--- src/rtl/console_tx_ctrl.sv ---
// console_tx_ctrl: buffers the CPU console byte stream in a small FIFO and
// serialises it onto a UART TX pin as contiguous 8N1 frames. After a trap the
// block refuses new bytes, finishes sending what is queued, then raises a
// sticky drained flag.
module console_tx_ctrl #(
  parameter int CLK_DIV    = 434,
  parameter int FIFO_DEPTH = 16
) (
  input  logic       clk,
  input  logic       resetn,
  input  logic       wr_valid,
  input  logic [7:0] wr_data,
  output logic       wr_ready,
  input  logic       trap,
  output logic       uart_tx,
  output logic       busy,
  output logic       drained,
  output logic [7:0] drop_cnt
);

  localparam int AW = $clog2(FIFO_DEPTH);
  localparam int CW = (CLK_DIV > 2) ? $clog2(CLK_DIV) : 1;
  localparam logic [AW:0]   PTR_ONE  = {{AW{1'b0}}, 1'b1};
  localparam logic [CW-1:0] CNT_ONE  = {{(CW-1){1'b0}}, 1'b1};
  localparam logic [CW-1:0] CNT_LAST = CW'(CLK_DIV - 1);

  typedef enum logic [1:0] {
    S_IDLE  = 2'd0,
    S_START = 2'd1,
    S_DATA  = 2'd2,
    S_STOP  = 2'd3
  } state_t;

  // FIFO storage; pointers carry one extra wrap bit
  logic [7:0]    r_mem [FIFO_DEPTH];
  logic [AW:0]   r_wptr;
  logic [AW:0]   r_rptr;

  // serialiser state
  state_t        r_state;
  logic [CW-1:0] r_bit_cnt;
  logic [2:0]    r_idx;
  logic [7:0]    r_shift;
  logic          r_tx;

  // trap bookkeeping
  logic          r_trap_latched;
  logic          r_drained;
  logic [7:0]    r_drop_cnt;

  logic          w_empty;
  logic          w_full;
  logic          w_push;
  logic          w_pop;
  logic          w_bit_end;
  logic [7:0]    w_head;

  assign w_empty   = (r_wptr == r_rptr);
  assign w_full    = (r_wptr[AW] != r_rptr[AW]) &&
                     (r_wptr[AW-1:0] == r_rptr[AW-1:0]);
  assign wr_ready  = !w_full && !r_trap_latched;
  assign w_push    = wr_valid && wr_ready;
  assign w_bit_end = (r_bit_cnt == CNT_LAST);
  // The head is taken either from idle or at the very end of a stop bit, so
  // back-to-back frames leave no gap on the line.
  assign w_pop     = !w_empty &&
                     ((r_state == S_IDLE) || ((r_state == S_STOP) && w_bit_end));
  assign w_head    = r_mem[r_rptr[AW-1:0]];

  assign busy      = !w_empty || (r_state != S_IDLE);
  assign uart_tx   = r_tx;
  assign drained   = r_drained;
  assign drop_cnt  = r_drop_cnt;

  // FIFO data array write; contents need no reset because pointers gate them
  always_ff @(posedge clk) begin
    if (w_push) begin
      r_mem[r_wptr[AW-1:0]] <= wr_data;
    end
  end

  // FIFO pointer update; a reset discards whatever is queued
  always_ff @(posedge clk) begin
    if (!resetn) begin
      r_wptr <= '0;
      r_rptr <= '0;
    end else begin
      if (w_push) begin
        r_wptr <= r_wptr + PTR_ONE;
      end
      if (w_pop) begin
        r_rptr <= r_rptr + PTR_ONE;
      end
    end
  end

  // frame sequencer; the line level is registered one cycle behind the state
  always_ff @(posedge clk) begin
    if (!resetn) begin
      r_state   <= S_IDLE;
      r_bit_cnt <= '0;
      r_idx     <= 3'd0;
      r_shift   <= 8'd0;
      r_tx      <= 1'b1;
    end else begin
      case (r_state)
        S_IDLE: begin
          r_tx <= 1'b1;
          if (w_pop) begin
            r_shift   <= w_head;
            r_bit_cnt <= '0;
            r_state   <= S_START;
          end
        end
        S_START: begin
          r_tx <= 1'b0;
          if (w_bit_end) begin
            r_bit_cnt <= '0;
            r_idx     <= 3'd0;
            r_state   <= S_DATA;
          end else begin
            r_bit_cnt <= r_bit_cnt + CNT_ONE;
          end
        end
        S_DATA: begin
          r_tx <= r_shift[0];
          if (w_bit_end) begin
            r_bit_cnt <= '0;
            r_shift   <= {1'b0, r_shift[7:1]};
            if (r_idx == 3'd7) begin
              r_state <= S_STOP;
            end else begin
              r_idx <= r_idx + 3'd1;
            end
          end else begin
            r_bit_cnt <= r_bit_cnt + CNT_ONE;
          end
        end
        S_STOP: begin
          r_tx <= 1'b1;
          if (w_bit_end) begin
            r_bit_cnt <= '0;
            if (w_pop) begin
              r_shift <= w_head;
              r_state <= S_START;
            end else begin
              r_state <= S_IDLE;
            end
          end else begin
            r_bit_cnt <= r_bit_cnt + CNT_ONE;
          end
        end
        default: begin
          r_tx    <= 1'b1;
          r_state <= S_IDLE;
        end
      endcase
    end
  end

  // trap latch, sticky drained flag and saturating refused-write counter
  always_ff @(posedge clk) begin
    if (!resetn) begin
      r_trap_latched <= 1'b0;
      r_drained      <= 1'b0;
      r_drop_cnt     <= 8'd0;
    end else begin
      r_trap_latched <= r_trap_latched | trap;
      r_drained      <= r_drained |
                        (r_trap_latched && w_empty && (r_state == S_IDLE));
      if (r_trap_latched && wr_valid && (r_drop_cnt != 8'hFF)) begin
        r_drop_cnt <= r_drop_cnt + 8'd1;
      end
    end
  end

endmodule
--- config.mk ---
export PLATFORM = sky130hd
export DESIGN_NAME = console_tx_ctrl
export DESIGN_NICKNAME = d
export VERILOG_FILES = /design/src/rtl/console_tx_ctrl.sv
export SDC_FILE = /design/constraint.sdc
export NUM_CORES = 1
export LEC_CHECK = 0
export CORE_AREA = 2 2 124 126
export DETAILED_ROUTE_END_ITERATION = 8
export DIE_AREA = 0 0 126 128
export PLACE_DENSITY = 0.65
export SLEW_MARGIN = 20
export SYNTH_ARGS = -nofsm -noshare
export SYNTH_HDL_FRONTEND = slang
export SYNTH_SLANG_ARGS = --single-unit
--- constraint.sdc ---
create_clock -name clk -period 3.04 [get_ports clk]
set_clock_uncertainty 0.2 [all_clocks]
set_input_delay 0.608 -clock clk [delete_from_list [all_inputs] [get_ports clk]]
set_output_delay 0.608 -clock clk [all_outputs]
set_load 0.01 [all_outputs]
==> metrics.md, run 1 <==
| Metric | Value |
|---|---|
| Initial Util | `50.4%` |
| Rows | `45` |
| Number of enable flip-flop cells after synthesis | `128` |
| Cells after Synth | `491` |
| Core area | `14,900 um2` |
| Root Buffer | `clkbuf_16` |
| Vias per inst | `5.82` |
| Largest area contributor in the netlist | `edfxtp_1` |
| Core Util, Final | `57.4%` |
| TNS Setup | `0 ps` |
| Pwr per Cell Area | `773 nW/um2` |
| IO buf count | `23` |
| # DRC | `0` |
| Slew Viols, Final | `0` |
| Total gr overflow | `0` |
| Clock transition at path regs | `60 ps` |
| Ys async rst share | `0%` |
| CTS Buffer Depth | `2` |
| First drt pass iteration count | `4` |
| Synthesized area per cell | `15.3 um2` |
| Ys Warns | `0` |
| IR drop worst, VDD | `0.398 mV` |
| WHS | `258 ps` |
| # diodes | `0` |
| Routability cong. | `0.792` |
| # IOs | `24` |
| Dpl cell area | `7930 um2` |
| Sink Count | `175` |
| Area of the multi-input gates | `2510 um2` |
| Fin crit period | `2760 ps` |
| Top post-synthesis cells by area | `edfxtp_1 51%, dfxtp_1 13%, mux4_2 7.5%, mux2i_1 3.9%, ha_1 2.5%` |
| Number of global-route vias before repair | `4,232` |
| First-pass GRT wire length | `24,200 um` |
| # Max-Cap Violations | `0` |
| CP arrival | `1960 ps` |
| Synth cell types | `56` |
| H-Tree Depth | `4` |
| Post-CTS Hold Buffers | `0` |
| Drt initial violations | `302` |
| RSZ-0062 raised after global routing | `no` |
| Worst Hold Class | `reg -> reg` |
| Finished Layout Cells | `726` |
| Maximum clock frequency | `0.362 GHz` |
| Synth top area share | `51.3%` |
| Chip width | `126 um` |
| Outcome | `finished clean` |
| Final hold viol count | `0` |
| Area grow syn2layout | `13.8%` |
| Crit Path Max Fanout | `5` |
| Fin crit share | `90.9%` |
| GRT Overall Usage | `20.0%` |
| Total Wirelength | `15,200 um` |
| # fillers | `1,201` |
| Startpoint types | `flip-flop` |
| Slew Limit Headroom | `51.0%` |
| Clk Latency, worst-skew pair | `420 ps` |
| Layout cells sized above 1 | `17.3%` |
| Synth Flop Type | `edfxtp_1` |
| Per-cell routed wire length | `20.9 um` |
| Inst Count DP | `694` |
| Initial antenna violation count | `0` |
| Die height | `128 um` |
| Final #Nets | `552` |
| CTS tree | `built` |
| Post-DP HPWL | `10,300 um` |
| Final Instance Area | `8530 um2` |
| Critical Path RT | `2230 ps` |
| Critical Setup Path Class | `reg -> out` |
| Critical Path Sink Type | `primary output` |
| Largest net degree at the start of global routing | `25` |
| Leakage | `2.92 nW` |
| Seq/Total Area, Yosys | `63.9%` |
| Die Area | `16,100 um2` |
| Routed Antenna Nets | `0` |
| Register area | `4790 um2` |
| Synthesized area | `7490 um2` |
| Synth Register Bits | `175` |
| Vias | `4,227` |
| Worst-Margin Slew | `732 ps` |
| CTS buffer count | `17` |
| Final setup vio count | `0` |
| Net count after synthesis | `518` |
[registers in the layout (all words and copies together), names as in the netlist, 2 cells and up, named ones only]
| name | cells |
|---|---|
| r_bit_cnt | 9 |
| r_shift | 8 |
| drop_cnt | 8 |
| r_mem | 128 |
| r_idx | 3 |
| r_wptr | 5 |
| r_rptr | 5 |
| r_state | 2 |
[Yosys cell counts, drive strengths merged (2+ instances only)]
| cell type | number |
|---|---|
| nor4b | 2 |
| o211a | 2 |
| and3 | 9 |
| nor3b | 4 |
| edfxtp | 128 |
| nand2b | 4 |
| a21o | 8 |
| nor2b | 17 |
| clkbuf | 12 |
| dfxtp | 47 |
| inv | 9 |
| o2111ai | 2 |
| nor2 | 14 |
| a21oi | 11 |
| a21boi | 3 |
| nand4 | 3 |
| ha | 15 |
| and2 | 16 |
| mux2i | 29 |
| mux4 | 25 |
| buf | 14 |
| xnor2 | 11 |
| a211oi | 4 |
| and3b | 4 |
| and2b | 2 |
| a31oi | 4 |
| o2bb2ai | 6 |
| nand2 | 18 |
| nand3 | 13 |
| and4 | 7 |
| o22ai | 7 |
| a221oi | 7 |
| o21ai | 9 |
| nand3b | 3 |
| xor2 | 6 |
| o21a | 7 |
[per-stage QoR]
stage | total power, mW | worst slack, ps
finish | 6.59 | 276
floorplan | 4.09 | 535
global route | 6.91 | 155
detailed placement | 4.51 | 354
CTS | 6.65 | 16.9
global placement | 4.46 | 421
[cell families (layout without fill, tap and decap cells)]
group / after synthesis / count (layout) / synth area share [%]
DFF: 175 / 175 / 63.9
muxes: 55 / 55 / 11.5
xor gates and xnor gates: 17 / 17 / 1.99
adders and majority gates: 15 / 15 / 2.51
AOI/OAI and AO/OA: 77 / 77 / 8.20
and+or+nand+nor: 117 / 117 / 9.32
buffers and inverters: 35 / 82 / 2.59
[repair_timing]
item,CTS,global route
endpoints found under the hold margin,0,0
gates resized for setup,2,3
setup endpoints to repair,1,1
pin swaps,0,0
buffers inserted,0,0
[placed cells by master (no fill, tap or decap), types with 3 or more instances in the layout]
cell / netlist / routed
nor2b_1: 17 / 17
a221oi_1: 7 / 7
and3b_1: 4 / 4
nand2_1: 18 / 18
and2_1: 15 / 15
a21oi_1: 9 / 9
o21a_1: 7 / 7
nor3b_1: 4 / 4
o22ai_1: 7 / 7
nand3b_1: 3 / 3
nand2b_1: 4 / 4
a31oi_1: 3 / 3
o21ai_0: 8 / 8
ha_1: 15 / 15
xor2_1: 6 / 6
mux4_2: 25 / 25
buf_4: 4 / 18
xnor2_1: 11 / 11
nand4_1: 3 / 3
a21boi_0: 3 / 3
dfxtp_1: 47 / 43
inv_6: 0 / 4
and3_1: 8 / 8
a21o_1: 8 / 8
clkdlybuf4s50_1: 0 / 22
edfxtp_1: 128 / 128
nor2_1: 14 / 14
dfxtp_2: 0 / 4
o2bb2ai_1: 6 / 6
and4_1: 7 / 6
clkbuf_16: 0 / 18
mux2i_1: 29 / 29
inv_1: 9 / 9
nand3_1: 13 / 13
[layer usage]
layer  share of wire (%)  wire [um]  global-route usage, %  up-vias
met4                 1.4        217                   6.98        0
met2                  49       7370                   32.2      105
met5                   0          0                      0        -
met3                 4.8        723                   4.63       19
li1                    -          -                      -     1962
met1                  45       6860                   27.1     2141
[report_power, final]
part / switching (mW) / total [mW] / internal, mW
clock: 0.902 / 2.13 / 1.23
sequential: 0.147 / 2.84 / 2.70
combinational: 0.860 / 1.62 / 0.758
total: 1.91 / 6.59 / 4.69
[critical path: stages, from the launching register on]
cell and delay, ps:
dfxtp_1 410, xnor2_1 100, and4_2 300, a21oi_1 160, clkdlybuf4s50_1 560
[path summary, 6_finish.rpt]
check	start	endpoint	slack (ps)	cells past startpoint
setup / recovery	r_rptr[2]	wr_ready	280	4
hold / removal	r_bit_cnt[8]	r_bit_cnt[8]	260	1
setup reg to reg	flip-flop	r_shift[5]	660	6
hold reg to reg	r_bit_cnt[8]	r_bit_cnt[8]	260	1
[final cells by class]
| class | instances | area share (%) |
|---|---|---|
| well taps | 188 | 2.76 |
| flip-flops and latches | 175 | 56.2 |
| multi-input cells | 281 | 29.5 |
| clock buffers | 22 | 5.69 |
| inverters | 9 | 0.396 |
| repair buffers | 41 | 4.31 |
| clock inverters | 10 | 1.17 |
Note: power is estimated with default switching activity, not from simulation.
==> run 2: changes to the inputs <==
==> constraint.sdc (replaced) <==
create_clock -name clk -period 3.2 [get_ports clk]
set_clock_uncertainty 0.2 [all_clocks]
set_input_delay 0.64 -clock clk [delete_from_list [all_inputs] [get_ports clk]]
set_output_delay 0.64 -clock clk [all_outputs]
set_load 0.01 [all_outputs]
==> run 2 against run 1 <==
Effect of this change: critical path type unchanged; count of clock-buffer cells in the layout is 5 lower; cell area is essentially flat; die area is the same; hold slack gained 8.1 ps; via count is 0.57% higher; worst setup slack worse by 120 ps; largest power group unchanged; largest cell class unchanged; first-iteration DRC count increased by 34%; combinational power down 7%; non-clock buffer count decreased by 1; register-to-register slack better by 80 ps.
==> metrics.md, run 2 (same netlist as run 1, synthesis figures left out) <==
| Metric | Value |
|---|---|
| Outcome | `finished clean (unchanged)` |
| Top delay family on crit path | `simple AND/OR/NAND/NOR gates (was buffers and inverters)` |
| # fillers | `1,205 (was 1,201)` |
| Rows | `45 (unchanged)` |
| Die Area | `16,100 um2 (unchanged)` |
| Final hold viol count | `0 (unchanged)` |
| Total gr overflow | `0 (unchanged)` |
| Slowest CP cell | `clkdlybuf4s50_1 (unchanged)` |
| # DRC | `0 (unchanged)` |
| Vias | `4,251 (was 4,227)` |
| IR drop worst, VDD | `0.430 mV (was 0.398 mV)` |
| Sink Count | `175 (unchanged)` |
| First drt pass iteration count | `5 (was 4)` |
| # diodes | `0 (unchanged)` |
| RSZ-0062 raised after global routing | `no (unchanged)` |
| First-pass GRT wire length | `23,500 um (was 24,200 um)` |
| CTS tree | `built (unchanged)` |
| Area grow syn2layout | `13.7% (was 13.8%)` |
| Crit Path Max Fanout | `8 (was 5)` |
| Vias per inst | `5.86 (was 5.82)` |
| Post-DP HPWL | `10,100 um (was 10,300 um)` |
| Largest net degree at the start of global routing | `32 (was 25)` |
| Number of global-route vias before repair | `4,125 (was 4,232)` |
| Inst Count DP | `693 (was 694)` |
| Routed Antenna Nets | `0 (unchanged)` |
| # Max-Cap Violations | `0 (unchanged)` |
| WHS | `266 ps (was 258 ps)` |
| CTS Buffer Depth | `2 (unchanged)` |
| Chip width | `126 um (unchanged)` |
| Final setup vio count | `0 (unchanged)` |
| Startpoint types | `flip-flop (unchanged)` |
| Commonest non-fill, non-tap cells in the layout | `128 x edfxtp_1, 44 x dfxtp_1, 29 x mux2i_1, 25 x mux4_2, 23 x clkdlybuf4s50_1 (was 128 x edfxtp_1, 43 x dfxtp_1, 29 x mux2i_1, 25 x mux4_2, 22 x clkdlybuf4s50_1)` |
| Maximum clock frequency | `0.328 GHz` |
| Root Buffer | `clkbuf_16 (unchanged)` |
| Core area | `14,900 um2 (unchanged)` |
| IO buf count | `23 (unchanged)` |
| Reg2reg setup slack | `740 ps (was 660 ps)` |
| Sequential power share | `43.4% (was 43.1%)` |
| Drt initial violations | `405 (was 302)` |
| Clock share of power | `32.6% (was 32.4%)` |
| Finished Layout Cells | `725 (was 726)` |
| Slew Limit Headroom | `50.3% (was 51.0%)` |
| Leakage | `2.91 nW (was 2.92 nW)` |
| Worst Hold Class | `reg -> reg (unchanged)` |
| Per-cell routed wire length | `20.6 um (was 20.9 um)` |
| Pwr per Cell Area | `733 nW/um2 (was 773 nW/um2)` |
| Worst path bufs/invs | `2 (was 1)` |
| Max FFs per register | `128 (unchanged)` |
| GRT Overall Usage | `19.5% (was 20.0%)` |
| # IOs | `24 (unchanged)` |
| Routability cong. | `0.812 (was 0.792)` |
| Fin crit period | `3050 ps` |
| Sw Ratio | `30.0% (was 28.9%)` |
| Critical Path RT | `2360 ps (was 2230 ps)` |
| Crit-path cells | `xnor2_1 -> and4_2 -> and2_1 -> inv_1 -> clkdlybuf4s50_1 (was xnor2_1 -> and4_2 -> a21oi_1 -> clkdlybuf4s50_1)` |
| Critical Setup Path Class | `reg -> out (unchanged)` |
| TNS Setup | `0 ps (unchanged)` |
| CP arrival | `2210 ps (was 1960 ps)` |
| Clock transition at path regs | `70 ps (was 60 ps)` |
| Die height | `128 um (unchanged)` |
| H-Tree Depth | `4 (unchanged)` |
| Fin crit share | `95.2%` |
| Critical Path Sink Type | `primary output (unchanged)` |
| CTS buffer count | `17 (unchanged)` |
| Area of the multi-input gates | `2510 um2 (unchanged)` |
| Total Wirelength | `14,900 um (was 15,200 um)` |
| Register area | `4790 um2 (about the same)` |
| Final #Nets | `551 (was 552)` |
| Slew Viols, Final | `0 (unchanged)` |
| Layout cells sized above 1 | `17.3% (about the same)` |
| Sw power | `1.88 mW (was 1.91 mW)` |
| Initial antenna violation count | `0 (unchanged)` |
| Clk Latency, worst-skew pair | `430 ps (was 420 ps)` |
| Internal power | `4.37 mW (was 4.69 mW)` |
| Post-CTS Hold Buffers | `0 (unchanged)` |
| Worst-Margin Slew | `743 ps (was 732 ps)` |
| Largest stage delay, worst path | `480 ps (was 560 ps)` |
| Initial Util | `50.4% (unchanged)` |
| Combinational power share | `24.0% (was 24.5%)` |
| Commonest non-fill, non-tap cell in the layout | `edfxtp_1 (unchanged)` |
==> run 2: timing repair <==
action                     4_1_cts  5_1_grt
setup endpoints to repair        1        1
gates cloned                     0        0
setup buffers                    0        0
gates resized for setup          1        2
hold endpoints to repair         0        0
==> run 2: cell type report <==
class / count / share of cell area [%]
clock buffer: 17 / 4.99
timing repair buffer: 40 / 4.20
multi-input combinational: 281 / 29.5
clock inverter: 15 / 1.95
inverter: 9 / 0.396
sequential: 175 / 56.2
tap: 188 / 2.76
==> run 2: worst paths after layout <==
| path | from | cells past startpoint | endpoint |
|---|---|---|---|
| worst min register to register | r_bit_cnt[8] | 1 | r_bit_cnt[8] |
| worst max-delay path | r_wptr[1] | 5 | busy |
| worst min-delay path | r_bit_cnt[8] | 1 | r_bit_cnt[8] |
| worst max register to register | flip-flop | 5 | r_shift[0] |
==> run 2: layer usage <==
metal,track usage (%),vias to the layer above,share of wire [%]
li1,-,1969,-
met1,27.1,2129,45
met2,29.9,133,48
met3,4.47,20,4.8
met4,8.21,0,2.0
met5,0,-,0
==> run 2: per-stage QoR <==
step           util [%]  cell area (um2)  setup slack [ps]  power, mW
6_report           57.3             8520               153       6.25
2_1_floorplan         -             7490               695       3.88
3_3_place_gp       53.3             7930               479       4.22
3_5_place_dp       53.3             7930               460       4.26
4_1_cts            57.3             8520              69.7       6.30
5_1_grt            57.3             8520              16.3       6.55
==> run 2: power groups by stage <==
stage | registers (mW) | clock network [mW] | logic, mW
2_1_floorplan | 2.67 | 0 | 1.21
3_3_place_gp | 2.75 | 0 | 1.47
3_5_place_dp | 2.76 | 0 | 1.50
4_1_cts | 2.71 | 2.08 | 1.51
5_1_grt | 2.73 | 2.18 | 1.64
6_report | 2.71 | 2.04 | 1.50
==> run 3: changes to the inputs <==
--- a/config.mk
+++ b/config.mk
@@ -5,10 +5,10 @@
 export SDC_FILE = /design/constraint.sdc
 export NUM_CORES = 1
 export LEC_CHECK = 0
-export CORE_AREA = 2 2 124 126
+export CORE_AREA = 2 2 130 132
 export DETAILED_ROUTE_END_ITERATION = 8
-export DIE_AREA = 0 0 126 128
-export PLACE_DENSITY = 0.65
+export DIE_AREA = 0 0 132 134
+export PLACE_DENSITY = 0.6
 export SLEW_MARGIN = 20
 export SYNTH_ARGS = -nofsm -noshare
 export SYNTH_HDL_FRONTEND = slang
==> run 3 against run 2 <==
Effect of this change: die area increased by 9.7%; cell area increased by 0.53%; non-clock buffer count decreased by 1; sequential cell count unchanged; wire length increased by 0.32%; critical path depth increased by 1; largest cell class unchanged.
==> metrics.md, run 3 (same netlist as run 1, synthesis figures left out) <==
| Metric | Value |
|---|---|
| Combinational power share | `24.4% (was 24.0%)` |
| Commonest non-fill, non-tap cells in the layout | `128 x edfxtp_1, 46 x dfxtp_1, 29 x mux2i_1, 25 x mux4_2, 23 x clkdlybuf4s50_1 (was 128 x edfxtp_1, 44 x dfxtp_1, 29 x mux2i_1, 25 x mux4_2, 23 x clkdlybuf4s50_1)` |
| Final hold viol count | `0 (unchanged)` |
| Sw Ratio | `30.1% (was 30.0%)` |
| Die height | `134 um (was 128 um)` |
| Routed Antenna Nets | `0 (unchanged)` |
| Leakage | `2.90 nW (was 2.91 nW)` |
| Clock transition at path regs | `60 ps (was 70 ps)` |
| Top delay family on crit path | `buffers and inverters (was simple AND/OR/NAND/NOR gates)` |
| Top Metal Used | `met4 (unchanged)` |
| Worst path bufs/invs | `3 (was 2)` |
| Root Buffer | `clkbuf_16 (unchanged)` |
| Initial Util | `46.0% (was 50.4%)` |
| # Max-Cap Violations | `0 (unchanged)` |
| IR drop worst, VDD | `0.536 mV (was 0.430 mV)` |
| Sequential power share | `42.7% (was 43.4%)` |
| Sw power | `1.89 mW (was 1.88 mW)` |
| Startpoint types | `flip-flop (unchanged)` |
| CTS Buffer Depth | `2 (unchanged)` |
| First drt pass iteration count | `4 (was 5)` |
| IO buf count | `23 (unchanged)` |
| CTS tree | `built (unchanged)` |
| CTS buffer count | `17 (unchanged)` |
| Rows | `47 (was 45)` |
| Post-CTS Hold Buffers | `0 (unchanged)` |
| Clk Latency, worst-skew pair | `430 ps (about the same)` |
| Total gr overflow | `0 (unchanged)` |
| Post-DP HPWL | `10,200 um (was 10,100 um)` |
| Largest stage delay, worst path | `540 ps (was 480 ps)` |
| Met3 WL | `666 um (was 718 um)` |
| Slowest CP cell | `clkdlybuf4s50_1 (unchanged)` |
| Clock share of power | `32.9% (was 32.6%)` |
| Critical Path RT | `2360 ps (about the same)` |
| Chip width | `132 um (was 126 um)` |
| Die Area | `17,700 um2 (was 16,100 um2)` |
| Layout cells sized above 1 | `16.6% (was 17.3%)` |
| Final setup vio count | `0 (unchanged)` |
| TNS Setup | `0 ps (unchanged)` |
| Inst Count DP | `724 (was 693)` |
| Vias | `4,104 (was 4,251)` |
| Slew Limit Headroom | `49.0% (was 50.3%)` |
| Slew Viols, Final | `0 (unchanged)` |
| Critical Path Sink Type | `primary output (unchanged)` |
| Max FFs per register | `128 (unchanged)` |
| Core area | `16,300 um2 (was 14,900 um2)` |
| PostCTS Resize Cnt | `0 (was 1)` |
| GRT Overall Usage | `18.0% (was 19.5%)` |
| Worst-Margin Slew | `762 ps (was 743 ps)` |
| Internal power | `4.38 mW (was 4.37 mW)` |
| CP arrival | `2240 ps (was 2210 ps)` |
| Pwr per Cell Area | `732 nW/um2 (was 733 nW/um2)` |
| Fin crit share | `96.3% (was 95.2%)` |
| # diodes | `0 (unchanged)` |
| Finished Layout Cells | `756 (was 725)` |
| Total Wirelength | `15,000 um (was 14,900 um)` |
| RSZ-0062 raised after global routing | `no (unchanged)` |
| Wire length on met1 | `6910 um (was 6770 um)` |
| Crit Path Max Fanout | `5 (was 8)` |
| Initial antenna violation count | `0 (unchanged)` |
| Drt initial violations | `327 (was 405)` |
| Outcome | `finished clean (unchanged)` |
| # DRC | `0 (unchanged)` |
| Fin crit period | `3080 ps (was 3050 ps)` |
| Number of global-route vias before repair | `4,164 (was 4,125)` |
| Postcts setup bufs | `0 (unchanged)` |
| Met2 wire len | `7140 um (was 7120 um)` |
| Critical Setup Path Class | `reg -> out (unchanged)` |
| Vias per inst | `5.43 (was 5.86)` |
| Final #Nets | `550 (was 551)` |
| Routability cong. | `0.823 (was 0.812)` |
| Commonest non-fill, non-tap cell in the layout | `edfxtp_1 (unchanged)` |
| Per-cell routed wire length | `19.8 um (was 20.6 um)` |
| H-Tree Depth | `4 (unchanged)` |
| Largest net degree at the start of global routing | `26 (was 32)` |
| Maximum clock frequency | `0.325 GHz (was 0.328 GHz)` |
| Area grow syn2layout | `14.3% (was 13.7%)` |
| Sink Count | `175 (unchanged)` |
| Worst Hold Class | `reg -> reg (unchanged)` |
| Crit-path cells | `inv_1 -> ha_1 -> and2_1 -> and2_1 -> inv_1 -> clkdlybuf4s50_1 (was xnor2_1 -> and4_2 -> and2_1 -> inv_1 -> clkdlybuf4s50_1)` |
| # IOs | `24 (unchanged)` |
| First-pass GRT wire length | `23,700 um (was 23,500 um)` |
## run 3: power by group through the flow
stage          clock network, mW  logic, mW  registers [mW]
2_1_floorplan                  0       1.21            2.67
3_3_place_gp                   0       1.51            2.72
5_1_grt                     2.20       1.68            2.70
6_report                    2.06       1.53            2.68
4_1_cts                     2.10       1.54            2.68
3_5_place_dp                   0       1.53            2.73
## run 3: routing by layer
| metal | vias to the layer above | track usage (%) |
|---|---|---|
| met2 | 90 | 28.8 |
| li1 | 1962 | - |
| met5 | - | 0 |
| met4 | 0 | 5.56 |
| met3 | 18 | 4.57 |
| met1 | 2034 | 24.4 |
## run 3: path summary, 6_finish.rpt
| path | from | to | slack [ps] | cells after the start |
|---|---|---|---|---|
| worst max-delay path | r_state[0] | busy | 120 | 6 |
| worst max register to register | r_wptr[2] | r_mem[11][4] | 650 | 6 |
| worst min-delay path | r_shift[3] | r_shift[3] | 270 | 1 |
| worst min register to register | r_shift[3] | r_shift[3] | 270 | 1 |
## run 3: layout make-up
cell class	instances	area (um2)
clock buffer	17	425
clock inverter	15	170
fill	1345	7720
inverter	9	33.8
multi-input combinational	281	2510
sequential	175	4790
tap	220	275
timing repair buffer	39	363
## run 3: metrics by stage
stage / util, % / hold WS, ps / area [um2] / total power [mW] / setup WS [ps]
6_report: 52.6 / 270 / 8570 / 6.27 / 119
5_1_grt: 52.6 / 298 / 8570 / 6.58 / 5.54
4_1_cts: 52.6 / 271 / 8570 / 6.32 / 108
3_5_place_dp: 48.9 / 250 / 7970 / 4.26 / 454
3_3_place_gp: 48.9 / 246 / 7970 / 4.23 / 456
2_1_floorplan: - / 219 / 7490 / 3.88 / 695
